--- src/rtl/toggle_merge_rx.sv ---
// Receiver for a two-phase dot/blank toggle pair: synchronises both event lines,
// enforces strict dot/blank alternation, and merges accepted events into one stream.
module toggle_merge_rx #(
   parameter int SYNC_STAGES = 2,
   parameter int CNT_W       = 8
) (
   input  logic             clk,
   input  logic             rst,
   input  logic             dot_in,
   input  logic             blank_in,
   input  logic             en,
   input  logic             clr_err,
   output logic             ack,
   output logic             evt,
   output logic             evt_is_dot,
   output logic [CNT_W-1:0] evt_cnt,
   output logic             err,
   output logic [1:0]       dbg_state_o
);

   typedef enum logic [1:0] {
      EXP_DOT   = 2'd0,
      EXP_BLANK = 2'd1,
      ERR       = 2'd2
   } state_t;

   state_t             state_q;
   logic [SYNC_STAGES-1:0] dot_sync_q;
   logic [SYNC_STAGES-1:0] blank_sync_q;
   logic               dot_ref_q;
   logic               blank_ref_q;
   logic               ack_q;
   logic               evt_q;
   logic               evt_is_dot_q;
   logic [CNT_W-1:0]   evt_cnt_q;
   logic               err_q;

   logic dot_lvl;
   logic blank_lvl;
   logic dot_pend;
   logic blank_pend;

   assign dot_lvl    = dot_sync_q[SYNC_STAGES-1];
   assign blank_lvl  = blank_sync_q[SYNC_STAGES-1];
   assign dot_pend   = dot_lvl != dot_ref_q;
   assign blank_pend = blank_lvl != blank_ref_q;

   // The raw inputs are sampled only here; everything downstream sees the last stage.
   always_ff @(posedge clk or posedge rst) begin
      if (rst) begin
         dot_sync_q   <= '0;
         blank_sync_q <= '0;
      end else begin
         dot_sync_q   <= {dot_sync_q[SYNC_STAGES-2:0], dot_in};
         blank_sync_q <= {blank_sync_q[SYNC_STAGES-2:0], blank_in};
      end
   end

   always_ff @(posedge clk or posedge rst) begin
      if (rst) begin
         state_q      <= EXP_DOT;
         dot_ref_q    <= 1'b0;
         blank_ref_q  <= 1'b0;
         ack_q        <= 1'b0;
         evt_q        <= 1'b0;
         evt_is_dot_q <= 1'b0;
         evt_cnt_q    <= '0;
         err_q        <= 1'b0;
      end else begin
         evt_q <= 1'b0;
         // Any enabled cycle consumes whatever is pending, accepted or not.
         if (en) begin
            dot_ref_q   <= dot_lvl;
            blank_ref_q <= blank_lvl;
         end
         case (state_q)
            EXP_DOT: begin
               if (en && (dot_pend || blank_pend)) begin
                  if (dot_pend && !blank_pend) begin
                     evt_q        <= 1'b1;
                     evt_is_dot_q <= 1'b1;
                     ack_q        <= ~ack_q;
                     evt_cnt_q    <= evt_cnt_q + CNT_W'(1);
                     state_q      <= EXP_BLANK;
                  end else begin
                     err_q   <= 1'b1;
                     state_q <= ERR;
                  end
               end
            end
            EXP_BLANK: begin
               if (en && (dot_pend || blank_pend)) begin
                  if (blank_pend && !dot_pend) begin
                     evt_q        <= 1'b1;
                     evt_is_dot_q <= 1'b0;
                     ack_q        <= ~ack_q;
                     evt_cnt_q    <= evt_cnt_q + CNT_W'(1);
                     state_q      <= EXP_DOT;
                  end else begin
                     err_q   <= 1'b1;
                     state_q <= ERR;
                  end
               end
            end
            ERR: begin
               // Clearing resynchronises the references, dropping anything in flight.
               if (clr_err) begin
                  err_q       <= 1'b0;
                  state_q     <= EXP_DOT;
                  dot_ref_q   <= dot_lvl;
                  blank_ref_q <= blank_lvl;
               end
            end
            default: begin
               err_q   <= 1'b1;
               state_q <= ERR;
            end
         endcase
      end
   end

   assign ack         = ack_q;
   assign evt         = evt_q;
   assign evt_is_dot  = evt_is_dot_q;
   assign evt_cnt     = evt_cnt_q;
   assign err         = err_q;
   assign dbg_state_o = state_q;

endmodule

--- config.mk ---
export PLATFORM = sky130hd
export DESIGN_NAME = toggle_merge_rx
export DESIGN_NICKNAME = d
export VERILOG_FILES = /design/src/rtl/toggle_merge_rx.sv
export SDC_FILE = /design/constraint.sdc
export NUM_CORES = 1
export LEC_CHECK = 0
export BUFFER_PORTS_ARGS = -buffer_cell sky130_fd_sc_hd__buf_2
export CORE_MARGIN = 5
export CORE_UTILIZATION = 46
export CTS_CLUSTER_SIZE = 8
export DETAILED_ROUTE_END_ITERATION = 8
export PLACE_DENSITY_LB_ADDON = 0.3
export SYNTH_ARGS = -nofsm -noshare
export SYNTH_HDL_FRONTEND = slang
export SYNTH_SLANG_ARGS = --single-unit
export TNS_END_PERCENT = 1
--- constraint.sdc ---
create_clock -name clk -period 2.02 [get_ports clk]
set_clock_uncertainty 0.15 [all_clocks]
set_input_delay 0.303 -clock clk [delete_from_list [all_inputs] [get_ports clk]]
set_output_delay 0.303 -clock clk [all_outputs]
set_load 0.01 [all_outputs]
==> results of run 1 <==
==> metal layers <==
layer  global-route usage [%]  wire (microns)
met3                    3.542              77
met5                        0               0
met2                    20.72             811
met4                    5.394              16
met1                    18.38             752
==> power breakdown <==
part | internal [uW] | switching, uW
Combinational | 212 | 235
Sequential | 493 | 99.6
Clock | 69.4 | 109
Total | 775 | 444
==> cell usage in the layout, fill, tap and decap left out, types with 3 or more instances in the layout <==
cell	Yosys	routed
a21oi_1	7	7
buf_2	0	19
buf_4	0	3
clkbuf_4	0	3
dfrtp_1	20	20
dlygate4sd3_1	0	3
nand2_1	6	6
nand3_1	3	3
o21ai_0	3	3
xnor2_1	4	3
xor2_1	6	6
==> tightest hold or removal path, cell delays in order <==
cell      delay [ns]
buf_2           0.09
nand2b_1        0.09
a31oi_1         0.08
==> stage by stage <==
step / power, uW / cell area, sq um / utilization (%) / setup WS [ns] / hold slack, ns
final: 1218 / 1112 / 57.88 / 0.1439 / 0.1626
after detailed placement: 1040 / 1052 / 54.75 / 0.06770 / 0.1895
after global placement: 1024 / 1052 / 54.75 / 0.1651 / 0.1833
after global routing: 1304 / 1112 / 57.88 / 0.05664 / 0.1693
after floorplan: 862.4 / 908.4 / - / 0.2419 / 0.1168
after CTS: 1225 / 1105 / 57.49 / 0.04174 / 0.1569
==> final cells by class <==
| cell class | count | share of cell area (%) |
|---|---|---|
| sequential | 20 | 44.99 |
| tap | 27 | 3.037 |
| multi-input combinational | 53 | 36.00 |
| timing repair buffer | 25 | 13.27 |
| clock buffer | 3 | 2.025 |
| inverter | 2 | 0.6749 |
==> kinds of logic (layout without fill, tap and decap cells) <==
kind of cell,count (synthesis),count (layout),share of synthesized area [%]
xor gates and xnor gates,11,11,11.43
AOI/OAI and AO/OA,18,18,12.81
buffers and inverters,4,30,1.654
muxes,3,3,4.132
and+or+nand+nor,20,20,13.50
DFF,20,20,55.10
adders and majority gates,1,1,1.377
==> what timing repair did <==
action                                  CTS  global route
hold endpoints to repair                 22             0
endpoints found under the setup margin    0             1
hold buffers                              3             0
gates resized for setup                   0             1
==> worst max path at each step <==
| stage | to | slack (ns) | depth (start not counted) |
|---|---|---|---|
| after floorplan | evt_cnt[1] | 0.24 | 4 |
| after global placement | evt_cnt[1] | 0.17 | 4 |
| after detailed placement | evt_cnt[1] | 0.07 | 4 |
| after CTS | evt_cnt[1] | 0.04 | 4 |
| after global routing | evt_cnt[1] | 0.06 | 4 |
| final | evt_cnt[1] | 0.14 | 4 |
==> registers in the layout (all words and copies together) (netlist names) <==
register	cells
ack	1
blank_ref_q	1
blank_sync_q	2
dbg_state_o	2
dot_ref_q	1
dot_sync_q	2
err	1
evt	1
evt_cnt	8
evt_is_dot	1
==> flow_summary.yaml, run 1 <==
outcome:
  outcome: "complete, no violations"
global_route:
  grt_pass1_wl_microns: 2877
  antenna_found_initial: 0
  gr-total-overflow: 0
  grt.total_usage_pct: 13.62
  grt_pass1_vias: 644
  grt_max_degree: 21
worst_setup_path:
  crit_chain: "xor2_2, nand3_1, a21boi_4, mux2_4"
  path_delay_family: "flip-flops"
  worstPathRequired_ns: 2.06
  max_stage_delay_ns: 0.42
  start_kind: "flip-flop"
  startpoint: "blank_ref_q"
  end_kind: "flip-flop"
  worstPathArrival_ns: 1.91
  path_max_fanout: 9
  critPathKind: "flip-flop to flip-flop"
  r2r-end: "evt_cnt[1]"
  r2r_slack_ns: 0.14
  r2r_cells: 4
  slowest_stage: "dfrtp_1"
  cp_num_buf_inv: 0
  r2r_start: "blank_ref_q"
timing:
  grt_setup_unrepaired: "false"
  finalCritPeriodShare_pct: 92.88
  hold_viol: 0
  max_freq_ghz: 0.5330
  setup_viol: 0
  max_slew_margin_pct: 51.50
  period_needed_ns: 1.876
  slew_viol_final: 0
  tightestPinTransition_ns: 0.7267
  fin_tns_setup_ns: 0
yosys:
  synth_warnings: 0
  yosysTopAreaCell: "dfrtp_1"
  yosysMostFrequentCell: "dfrtp_1"
  synthArstFlopShare_pct: 100.0
  ys.flop_type: "dfrtp_1"
  yosysTopAreaCellShare_pct: 55.10
  synth_common_cells: "20 x dfrtp_1, 7 x a21oi_1, 6 x nand2_1, 6 x xor2_1, 4 x xnor2_1"
  synth_edf_count: 0
  avgSynthCellArea_sq_um: 11.80
  synth_area_sq_um: 908.4
  synthesis.instances: 77
  ys_ff_latch: 20
  synth_fp_nets: 84
  synth.area.top_cells: "dfrtp_1 55%, xor2_1 5.8%, a21oi_1 3.9%"
  synth_cell_type_count: 28
  synth_seq_area_share_pct: 55.10
die:
  rows: 16
  design.die.area_sq_um: 2963
  initial_core_util_pct: 47.27
  io_pins: 20
  fp.dieH_microns: 54.44
  core_area_sq_um: 1922
  die_x_microns: 54.44
placement:
  place.detailed.hpwl_microns: 1245
  dp.cells: 124
  port_buffers: 19
  gp_congestion: 0.8477
flow_run:
  max-cap-violations: 0
layout:
  drive_gt1_share_pct: 32.04
  layout.cells.non_filler: 130
  layout.area.seq_sq_um: 500.5
  n_fill_cell: 173
  area_growth_syn_to_layout_pct: 22.45
  multiInputGateArea_sq_um: 400.4
  nNetsFinal: 112
  antenna_cells: 0
detailed_routing:
  vias_per_cell: 5.123
  dr.pass1.iters: 4
  wl_microns: 1657
  ant_nets: 0
  drt-initial-drc-count: 9
  drc: 0
  avgRoutedWirePerCell_microns: 12.75
  vias: 666
clocking:
  clockBufferDepth: 2
  cts_buffers: 3
  cts_tree: "built"
  cts-root-buf: "clkbuf_4"
  insertion_delay_ns: 0.29
  cts_sinks: 20
  clkTransAtPathRegs_ns: 0.10
  cts_setup_buffers: 0
  cts_htree_levels: 1
worst_hold_path:
  whs_path_depth: 3
  hold_path_class: "input pin to flip-flop"
  min_from: "clr_err"
  min_to: "err"
power:
  power.leakage_uw: 0.0005163
  vdd_drop_max_v: 0.0007543
  power_density_nw_per_um2: 1095
Power figures use the tool's default switching activity.
==> run 2: changes to the inputs <==
Settings changed: SETUP_SLACK_MARGIN from default to 0.3, SKIP_LAST_GASP from default to 1.
==> flow_summary.yaml, run 2 (synthesized netlist as in run 1, its figures left out) <==
die:
  rows: 16
  fp.dieH_microns: 54.44
  initial_core_util_pct: 47.27
  io_pins: 20
  die_x_microns: 54.44
  core_area_sq_um: 1922
  design.die.area_sq_um: 2963
placement:
  port_buffers: 19
  dp.cells: 124
  placed_area_sq_um: 1052
  gp_congestion: 0.8486
  place.detailed.hpwl_microns: 1254
timing:
  max_freq_ghz: 0.5520
  finalCritPeriodShare_pct: 89.68
  fin_tns_setup_ns: 0
  hold_viol: 0
  grt_setup_unrepaired: "true"
  setup_viol: 0
  period_needed_ns: 1.812
  slew_viol_final: 0
  max_slew_margin_pct: 51.51
  tightestPinTransition_ns: 0.7265
detailed_routing:
  wl_microns: 1865
  avgRoutedWirePerCell_microns: 14.02
  ant_nets: 0
  dr.pass1.iters: 4
  vias_per_cell: 5.113
  vias: 680
  drt-initial-drc-count: 12
  drc: 0
worst_setup_path:
  critPathKind: "flip-flop to flip-flop"
  end_kind: "flip-flop"
  r2r_cells: 4
  path_max_fanout: 8
  start_kind: "flip-flop"
  worstPathRequired_ns: 2.05
  worstPathArrival_ns: 1.84
global_route:
  grt_pass1_wl_microns: 3070
  grt_pass1_vias: 663
  grt_max_degree: 21
  antenna_found_initial: 0
  gr-total-overflow: 0
  grt.total_usage_pct: 14.68
clocking:
  cts_tree: "built"
  cts_buffers: 3
  cts-root-buf: "clkbuf_4"
  clockBufferDepth: 2
  insertion_delay_ns: 0.29
  cts_htree_levels: 1
  clkTransAtPathRegs_ns: 0.10
  cts_sinks: 20
layout:
  n_fill_cell: 163
  finish.instance_area_sq_um: 1212
  layout.cells.non_filler: 133
  nNetsFinal: 115
  largest_register_ffs: 8
  final_cell_mix: "19 x buf_2, 18 x dfrtp_1, 6 x nand2_1, 6 x buf_4, 5 x xor2_1"
  utilization_pct: 63.09
  layout.cells.most_common: "buf_2"
  drive_gt1_share_pct: 41.51
  antenna_cells: 0
  area_growth_syn_to_layout_pct: 33.47
worst_hold_path:
  hold_path_class: "input pin to flip-flop"
  whs_path_depth: 3
power:
  p_int_uw: 808.0
  power_switching_uw: 481.8
  vdd_drop_max_v: 0.0006476
  power_switching_share_pct: 37.35
  power.leakage_uw: 0.0005342
  power.total_uw: 1290
  power_frac_comb_pct: 39.2
  power_frac_clock_pct: 13.5
  power_density_nw_per_um2: 1064
  pwr-share-seq_pct: 47.2
outcome:
  outcome: "complete, no violations"
flow_run:
  max-cap-violations: 0
-- run 2: changes by cell type in the layout (fill, tap and decap cells not counted), sizes merged --
cell	delta
buf	+3
-- run 2: per-stage QoR --
stage | hold WS [ns] | worst slack [ns]
2_1_floorplan | 0.1168 | 0.2419
3_3_place_gp | 0.1832 | 0.1657
3_5_place_dp | 0.1903 | 0.08221
4_1_cts | 0.1606 | 0.1870
5_1_grt | 0.1728 | 0.1630
6_report | 0.1673 | 0.2084
-- run 2: critical path: stages (launching register included) --
cell      delay (ns)
dfrtp_2         0.45
xor2_4          0.23
or3_4           0.41
a21boi_4        0.16
mux2_4          0.31
-- run 2: path summary, 6_finish.rpt --
check | start | endpoint | slack (ns)
worst min register to register | blank_sync_q[0] | blank_sync_q[1] | 0.21
min in group asynchronous | rst | dot_sync_q[1] | 0.51
worst max-delay path | blank_sync_q[1] | evt_cnt[1] | 0.21
worst max register to register | blank_sync_q[1] | evt_cnt[1] | 0.21
worst min-delay path | clr_err | err | 0.17
max in group asynchronous | rst | blank_ref_q | 0.71
-- run 2: timing repair --
action / 4_1_cts / 5_1_grt
hold buffers: 3 / 0
cloned: 0 / 0
setup endpoints to repair: 7 / 9
buffers inserted: 2 / 1
pin swaps: 2 / 3
endpoints found under the hold margin: 22 / 0
resized for setup: 1 / 13
-- run 2: final cells by class --
| cell class | count | area (sq um) | area share (%) |
|---|---|---|---|
| flip-flops and latches | 20 | 503.0 | 41.49 |
| multi-input cells | 53 | 475.5 | 39.22 |
| repair buffers | 28 | 170.2 | 14.04 |
| well taps | 27 | 33.78 | 2.786 |
| clock buffers | 3 | 22.52 | 1.858 |
| inverters | 2 | 7.507 | 0.6192 |
-- run 2: routing by layer --
metal  share of wire [%]  GRT usage [%]  up-vias  wire length (microns)
met3                 4.6          3.542        2                     85
met1                  43          18.65      333                    798
li1                    -              -      329                      -
met5                   0              0        -                      0
met4                0.86          4.979        0                     16
met2                  52          24.30       16                    965
-- run 2: power groups by stage --
| stage | Combinational (uW) | Clock (uW) | Sequential (uW) |
|---|---|---|---|
| after detailed placement | 432 | 0 | 602 |
| final | 506 | 175 | 609 |
| after floorplan | 243 | 0 | 620 |
| after global placement | 429 | 0 | 595 |
| after CTS | 456 | 184 | 596 |
| after global routing | 554 | 200 | 630 |
==> run 3: changes to the inputs <==
--- a/constraint.sdc
+++ b/constraint.sdc
@@ -3,3 +3,3 @@
 set_input_delay 0.303 -clock clk [delete_from_list [all_inputs] [get_ports clk]]
 set_output_delay 0.303 -clock clk [all_outputs]
-set_load 0.01 [all_outputs]
+set_load 0.02 [all_outputs]
==> flow_summary.yaml, run 3 (synthesized netlist as in run 1, its figures left out) <==
clocking:
  cts_buffers: 3
  insertion_delay_ns: 0.30
  cts_tree: "built"
  clkTransAtPathRegs_ns: 0.11
  clockBufferDepth: 2
  cts_htree_levels: 1
  cts-root-buf: "clkbuf_4"
  cts_sinks: 20
worst_setup_path:
  worstPathArrival_ns: 1.84
  path_delay_family: "flip-flops"
  start_kind: "flip-flop"
  worstPathRequired_ns: 2.06
  end_kind: "flip-flop"
  crit_chain: "xor2_4, or3_4, a21boi_4, mux2_4"
  path_max_fanout: 3
  cp_num_buf_inv: 0
  slowest_stage: "dfrtp_2"
  max_stage_delay_ns: 0.46
  critPathKind: "flip-flop to flip-flop"
global_route:
  antenna_found_initial: 0
  grt_pass1_wl_microns: 3118
  use_met3_pct: 3.542
  grt.busiest_layer: "met2"
  grt_max_degree: 13
  gr-total-overflow: 0
  grt_pass1_vias: 748
  grt_use_met2_pct: 26.89
  met1_usage_pct: 16.72
  grt.total_usage_pct: 15.02
detailed_routing:
  vias_per_cell: 5.244
  ant_nets: 0
  drc: 0
  wl_microns: 1940
  dr.pass1.iters: 4
  drt-initial-drc-count: 8
  vias: 708
  avgRoutedWirePerCell_microns: 14.37
timing:
  max_freq_ghz: 0.5560
  fin_ws_ns: 0.2215
  max_slew_margin_pct: 71.64
  finalCritPeriodShare_pct: 89.03
  slew_viol_final: 0
  tightestPinTransition_ns: 0.4249
  period_needed_ns: 1.798
  fin_tns_setup_ns: 0
  setup_viol: 0
  grt_setup_unrepaired: "true"
  hold_viol: 0
layout:
  n_fill_cell: 175
  antenna_cells: 0
  multiInputGateArea_sq_um: 437.9
  drive_gt1_share_pct: 40.74
  finish.instance_area_sq_um: 1189
  layout.cells.most_common: "buf_2"
  layout.cells.non_filler: 135
  nNetsFinal: 116
  layout.area.seq_sq_um: 505.5
  largest_register_ffs: 8
  area_growth_syn_to_layout_pct: 30.85
  final_cell_mix: "19 x buf_2, 16 x dfrtp_1, 7 x buf_4"
die:
  initial_core_util_pct: 47.27
  die_x_microns: 54.44
  design.die.area_sq_um: 2963
  rows: 16
  fp.dieH_microns: 54.44
  core_area_sq_um: 1922
  io_pins: 20
placement:
  gp_congestion: 0.8373
  placed_area_sq_um: 1067
  port_buffers: 19
  dp.cells: 124
  place.detailed.hpwl_microns: 1372
  pre_cts_ws_ns: 0.1311
worst_hold_path:
  hold_path_class: "input pin to flip-flop"
power:
  power_density_nw_per_um2: 1144
  power.total_uw: 1359
  vdd_drop_max_v: 0.0007235
  power.leakage_uw: 0.0005355
flow_run:
  max-cap-violations: 0
outcome:
  outcome: "complete, no violations"
==> run 3: area by class of cell <==
type | instances | area share, %
Sequential cell | 20 | 42.53
Clock buffer | 4 | 2.211
Multi-Input combinational cell | 53 | 36.84
Tap cell | 27 | 2.842
Timing Repair Buffer | 29 | 14.95
Inverter | 2 | 0.6316
==> run 3: report_power, final <==
group	switching, uW	internal, uW
combinational	307	241
clock	115	76.9
sequential	123	496
==> run 3: timing repair <==
| action | 4_1_cts | 5_1_grt |
|---|---|---|
| endpoints found under the hold margin | 13 | 0 |
| gates resized for setup | 2 | 5 |
| pin swaps | 3 | 4 |
| buffers inserted | 3 | 1 |
| hold buffers | 3 | 0 |
| setup endpoints to repair | 6 | 9 |
==> run 3: stage by stage <==
stage / hold slack, ns / utilization (%)
floorplan: 0.1168 / -
global placement: 0.1652 / 55.53
detailed placement: 0.1745 / 55.53
CTS: 0.1472 / 60.29
global route: 0.1592 / 61.85
finish: 0.1598 / 61.85
==> run 3: metal layers <==
| layer | share of wire [%] | vias up |
|---|---|---|
| met5 | 0 | - |
| met3 | 3.7 | 2 |
| li1 | - | 337 |
| met1 | 42 | 350 |
| met4 | 0.88 | 0 |
| met2 | 54 | 19 |
==> run 3: worst register-to-register path, cell delays in order (launching register included) <==
cell	delay [ns]
dfrtp_2	0.46
xor2_4	0.20
or3_4	0.40
a21boi_4	0.17
mux2_4	0.31
==> run 3: final timing paths <==
path | from | end | slack (ns) | cells past startpoint
max | blank_ref_q | evt_cnt[1] | 0.22 | 4
min | clr_err | err | 0.16 | 3
max reg2reg | blank_ref_q | evt_cnt[1] | 0.22 | 4
min reg2reg | blank_sync_q[0] | blank_sync_q[1] | 0.22 | 0
max in group asynchronous | rst | evt_cnt[5] | 0.86 | 4
min in group asynchronous | rst | blank_ref_q | 0.38 | 3
